## config.mk

```make
export PLATFORM = sky130hd
export DESIGN_NAME = id_ex_stage_reg
export DESIGN_NICKNAME = d
export VERILOG_FILES = /design/src/rtl/id_ex_stage_reg.sv
export SDC_FILE = /design/constraint.sdc
export NUM_CORES = 1
export LEC_CHECK = 0
export ABC_AREA = 1
export BUFFER_PORTS_ARGS = -buffer_cell sky130_fd_sc_hd__buf_2
export CAP_MARGIN = 10
export CELL_PAD_IN_SITES_DETAIL_PLACEMENT = 0
export CELL_PAD_IN_SITES_GLOBAL_PLACEMENT = 2
export CORE_UTILIZATION = 21
export CTS_BUF_LIST = sky130_fd_sc_hd__clkbuf_4 sky130_fd_sc_hd__clkbuf_8 sky130_fd_sc_hd__clkbuf_16
export DETAILED_ROUTE_END_ITERATION = 8
export GPL_TIMING_DRIVEN = 0
export PLACE_DENSITY_LB_ADDON = 0.1
export SYNTH_ARGS = -nofsm -noshare
export SYNTH_HDL_FRONTEND = slang
export SYNTH_SLANG_ARGS = --single-unit
```

## constraint.sdc

```tcl
create_clock -name clk -period 1.6 [get_ports clk]
set_input_delay 0.32 -clock clk [delete_from_list [all_inputs] [get_ports clk]]
set_output_delay 0.32 -clock clk [all_outputs]
set_load 0.02 [all_outputs]
```

## src/rtl/id_ex_stage_reg.sv

```systemverilog
// ID/EX pipeline register with load-use hazard detection and branch flush.
// Decode contents move to execute one cycle later, or are replaced by a bubble.
module id_ex_stage_reg #(
    parameter int XLEN = 32,
    parameter int RA_W = 5
) (
    input  logic            clk,
    input  logic            rst,
    input  logic            flush,
    input  logic            id_valid,
    input  logic            id_regwrite,
    input  logic            id_alusrc,
    input  logic [1:0]      id_aluop,
    input  logic            id_memread,
    input  logic            id_memwrite,
    input  logic            id_memtoreg,
    input  logic            id_branch,
    input  logic [XLEN-1:0] id_pc,
    input  logic [XLEN-1:0] id_rs1_data,
    input  logic [XLEN-1:0] id_rs2_data,
    input  logic [XLEN-1:0] id_imm,
    input  logic [RA_W-1:0] id_rs1,
    input  logic [RA_W-1:0] id_rs2,
    input  logic [RA_W-1:0] id_rd,
    input  logic [3:0]      id_funct,
    output logic            ex_valid,
    output logic            ex_regwrite,
    output logic            ex_alusrc,
    output logic [1:0]      ex_aluop,
    output logic            ex_memread,
    output logic            ex_memwrite,
    output logic            ex_memtoreg,
    output logic            ex_branch,
    output logic [XLEN-1:0] ex_pc,
    output logic [XLEN-1:0] ex_rs1_data,
    output logic [XLEN-1:0] ex_rs2_data,
    output logic [XLEN-1:0] ex_imm,
    output logic [RA_W-1:0] ex_rs1,
    output logic [RA_W-1:0] ex_rs2,
    output logic [RA_W-1:0] ex_rd,
    output logic [3:0]      ex_funct,
    output logic            hazard_stall
);

    logic            valid_q, valid_d;
    logic            regwrite_q, regwrite_d;
    logic            alusrc_q, alusrc_d;
    logic [1:0]      aluop_q, aluop_d;
    logic            memread_q, memread_d;
    logic            memwrite_q, memwrite_d;
    logic            memtoreg_q, memtoreg_d;
    logic            branch_q, branch_d;
    logic [XLEN-1:0] pc_q, pc_d;
    logic [XLEN-1:0] rs1_data_q, rs1_data_d;
    logic [XLEN-1:0] rs2_data_q, rs2_data_d;
    logic [XLEN-1:0] imm_q, imm_d;
    logic [RA_W-1:0] rs1_q, rs1_d;
    logic [RA_W-1:0] rs2_q, rs2_d;
    logic [RA_W-1:0] rd_q, rd_d;
    logic [3:0]      funct_q, funct_d;
    logic            load_use;
    logic            bubble;

    // rs2 is compared for every format: an extra stall is harmless, a missed one is not.
    always_comb begin
        load_use = memread_q & valid_q & (rd_q != '0) &
                   ((rd_q == id_rs1) | (rd_q == id_rs2)) & id_valid;
    end

    // Stall contract: hazard_stall=1 means the upstream stages hold the current
    // decode instruction and re-present it next cycle; a flush overrides it
    // because the decode instruction is being discarded anyway.
    assign hazard_stall = load_use & ~flush;
    assign bubble       = flush | load_use;

    always_comb begin
        valid_d    = id_valid;
        regwrite_d = id_regwrite & id_valid;
        alusrc_d   = id_alusrc & id_valid;
        aluop_d    = id_valid ? id_aluop : 2'b00;
        memread_d  = id_memread & id_valid;
        memwrite_d = id_memwrite & id_valid;
        memtoreg_d = id_memtoreg & id_valid;
        branch_d   = id_branch & id_valid;
        pc_d       = id_pc;
        rs1_data_d = id_rs1_data;
        rs2_data_d = id_rs2_data;
        imm_d      = id_imm;
        rs1_d      = id_rs1;
        rs2_d      = id_rs2;
        rd_d       = id_rd;
        funct_d    = id_funct;
        if (bubble) begin
            valid_d    = 1'b0;
            regwrite_d = 1'b0;
            alusrc_d   = 1'b0;
            aluop_d    = 2'b00;
            memread_d  = 1'b0;
            memwrite_d = 1'b0;
            memtoreg_d = 1'b0;
            branch_d   = 1'b0;
            pc_d       = '0;
            rs1_data_d = '0;
            rs2_data_d = '0;
            imm_d      = '0;
            rs1_d      = '0;
            rs2_d      = '0;
            rd_d       = '0;
            funct_d    = 4'h0;
        end
    end

    always_ff @(posedge clk) begin
        if (rst) begin
            valid_q    <= 1'b0;
            regwrite_q <= 1'b0;
            alusrc_q   <= 1'b0;
            aluop_q    <= 2'b00;
            memread_q  <= 1'b0;
            memwrite_q <= 1'b0;
            memtoreg_q <= 1'b0;
            branch_q   <= 1'b0;
            pc_q       <= '0;
            rs1_data_q <= '0;
            rs2_data_q <= '0;
            imm_q      <= '0;
            rs1_q      <= '0;
            rs2_q      <= '0;
            rd_q       <= '0;
            funct_q    <= 4'h0;
        end else begin
            valid_q    <= valid_d;
            regwrite_q <= regwrite_d;
            alusrc_q   <= alusrc_d;
            aluop_q    <= aluop_d;
            memread_q  <= memread_d;
            memwrite_q <= memwrite_d;
            memtoreg_q <= memtoreg_d;
            branch_q   <= branch_d;
            pc_q       <= pc_d;
            rs1_data_q <= rs1_data_d;
            rs2_data_q <= rs2_data_d;
            imm_q      <= imm_d;
            rs1_q      <= rs1_d;
            rs2_q      <= rs2_d;
            rd_q       <= rd_d;
            funct_q    <= funct_d;
        end
    end

    assign ex_valid    = valid_q;
    assign ex_regwrite = regwrite_q;
    assign ex_alusrc   = alusrc_q;
    assign ex_aluop    = aluop_q;
    assign ex_memread  = memread_q;
    assign ex_memwrite = memwrite_q;
    assign ex_memtoreg = memtoreg_q;
    assign ex_branch   = branch_q;
    assign ex_pc       = pc_q;
    assign ex_rs1_data = rs1_data_q;
    assign ex_rs2_data = rs2_data_q;
    assign ex_imm      = imm_q;
    assign ex_rs1      = rs1_q;
    assign ex_rs2      = rs2_q;
    assign ex_rd       = rd_q;
    assign ex_funct    = funct_q;

endmodule
```

==> impl_results.md <==
- Core area: between 20,000 and 25,000 sq um
- CTS Buf Count: 17
- Sequential cell area fraction in the yosys report: 0.673
- Die height: 151 um
- Post-Syn Area: 4640 sq um
- RR Startpoint: ex_rd[2]
- FF-to-FF End: ex_rs2_data[22]
- Critical path capture point type: output pin
- Global-route wire length before repair: between 20,000 and 25,000 um
- Most frequent cells in the layout: buf_2 (313), inv_1 (156), dfxtp_1 (151), nor2_1 (84), nor2_2 (41)
- Min-Delay Startpoint: id_rd[0]
- Hold EP: ex_rd[0]
- Port bufs: about 310
- Status: finished, violations left
- Mapped Nets: 694
- Area growth, synth to finish: 75.1%
- Fmax: around 550 MHz
- CTS tree: done
- Hold Slack: about 0.096 ns
- Diode count: 0
- Pin count of the biggest net entering global routing: 17
- Fill count: 2,342
- Commonest non-fill, non-tap cell in the layout: buf_2
- Syn Inst Count: roughly 540
- ANT nets after route: 0
- Pint: 0.00674 W
- Clock sinks: 156
- Vias: 4,275
- Critical path required time: roughly 1.3 ns
- DR WL/cell: 12.5 um
- Die Wd: 151 um
- Clk_skew: about 0.0091 ns
- Maximum clock path buffer count: 2
- Number of antenna violations at the first check in global routing: 0
- Min-Delay Path Class: input pin to flop
- Maximum VDD drop: between 0.5 and 0.6 mV
- Final Hold Violating Endpoints: 0
- Worst Tran Pin Value: 0.447 ns
- Max-cap violation count: 0
- Hold_buf cts: 0
- Post-route insts no fill: roughly 1.2k
- Max-slew violations: 0
- PD cells: 1130 nW/um^2
- Final period util: 1.14
- Gr usage total: 0.124
- WP data arrival: roughly 1.5 ns
- Drc violations: 0
- Sw Ratio: 0.263
- Reg2Reg Depth: 12
- Layout cells sized above 1: 0.528
- CTS root buf: clkbuf_16
- GP Congestion: around 0.7
- Post-DP HPWL: 10,800 um
- Vias in the first global route: 3,996
- Synth unique cells: 11
- Clock transition at path regs: ~0.07 ns
- Vias/cell: 3.61
- Initial DRC Count: 38
- Yosys warns: 0
- Die area: 22,700 sq um
- Setup-failing EPs final: 51
- Sequential Power Share: 0.445
- Gate power share: 0.119
- Critical path class: flop to output pin
- Failing checks: negative setup slack
- Reg2Reg Setup Slack: -0.16 ns
- Rows: 54
- Crit-path max FO: 5
- Minimum clock period: 1.82 ns
- Dpl cells: 1,129
- Share of total power in the clock network: 0.436
- DRT Wirelength: 14,800 um
- Yosys reg bits: 156
- Clock latency on the worst-skew pair: between 0.4 and 0.5 ns
- Initial core utilization: 0.213
- Leakage power: 4.64 nW
- Slew margin rel.: 0.702
- Worst hold stages: 3
- Final setup margin: -0.224 ns
- Unrepaired setup endpoints after global routing: yes
- H-tree depth: 4
- Overall Power: 0.00915 W
- Final nets: 1,051
- Grt ovf: 0
- Startpoint types: flop
- IO Count: 316
- Drt pass-1 iters: 4
- Avg Inst Size Synth: 8.67 sq um
- Psw: 0.00241 W
[metrics by stage]
step,instance area (sq um),TNS (ns),utilization,setup WS [ns]
floorplan,4640,0,-,0.0409
global placement,6560,-17.81,0.302,-0.180
detailed placement,6560,-29.14,0.302,-0.254
CTS,7500,-9.73,0.345,-0.311
global route,8130,-15.15,0.374,-0.355
finish,8130,-3.53,0.374,-0.224
[per-layer routing]
metal | GRT usage | routed length [um]
met1 | 0.127 | 5400
met2 | 0.218 | 7550
met3 | 0.0603 | 1630
met4 | 0.0465 | 174
met5 | 0 | 0
[logic make-up after synthesis]
kind of cell | synth area share
buf+inv | 0.158
simple gates | 0.165
flops | 0.673
xor+xnor | 0.00378
[worst max-delay path, stage by stage (launching register included)]
cell	delay (ns)
dfxtp_4	0.38
inv_2	0.03
nand2_1	0.04
nand2_1	0.05
nor2_1	0.11
nand3_1	0.08
nand2_1	0.09
nand2_2	0.07
nor2_2	0.10
buf_6	0.13
[registers in the layout, indices dropped and copies added (netlist names), 2 cells and up]
register,count
ex_rs1,5
ex_funct,4
ex_rs2_data,32
ex_imm,32
ex_rs1_data,32
ex_pc,32
ex_rd,5
ex_aluop,2
ex_rs2,5
[power groups by stage]
| stage | clock, W | combinational, W | sequential, W |
|---|---|---|---|
| detailed placement | 0 | 0.000842 | 0.00417 |
| CTS | 0.00416 | 0.000952 | 0.00408 |
| finish | 0.00399 | 0.00109 | 0.00407 |
| global route | 0.00434 | 0.00119 | 0.00409 |
| global placement | 0 | 0.000838 | 0.00416 |
| floorplan | 0 | 0.000226 | 0.00437 |
[how the worst max path moves through the flow]
stage                                 end       from
after global placement    ex_rs2_data[27]  id_rs2[2]
after detailed placement  ex_rs2_data[13]   id_valid
final                        hazard_stall   ex_rd[2]
after floorplan              hazard_stall   ex_rd[4]
after global routing         hazard_stall   ex_rd[0]
after CTS                    hazard_stall   ex_rd[2]
[synth_stat cells]
master | count | area share
buf_2 | 8 | 0.0086
buf_6 | 8 | 0.019
clkbuf_1 | 1 | 0.00081
dfxtp_1 | 156 | 0.67
inv_1 | 160 | 0.13
nand2_1 | 30 | 0.024
nand3_1 | 3 | 0.0032
nand3_2 | 1 | 0.0022
nand4_1 | 2 | 0.0027
nor2_1 | 164 | 0.13
xnor2_1 | 2 | 0.0038
[repair_timing]
| item | CTS | global route |
|---|---|---|
| resized for setup | 25 | 161 |
| setup endpoints to repair | 154 | 153 |
| cloned | 8 | 5 |
| buffers inserted | 9 | 10 |
| pin swaps | 6 | 6 |
[area by class of cell]
| cell class | instances | area [sq um] | share of cell area |
|---|---|---|---|
| flip-flops and latches | 156 | 3140 | 0.386 |
| repair buffers | 341 | 2070 | 0.255 |
| multi-input cells | 203 | 1210 | 0.149 |
| inverters | 160 | 601 | 0.0739 |
| clock buffers | 18 | 433 | 0.0533 |
| well taps | 280 | 350 | 0.0431 |
| plain buffers | 13 | 183 | 0.0225 |
| clock inverters | 14 | 146 | 0.0180 |
Note: power is estimated with default switching activity, not from simulation.
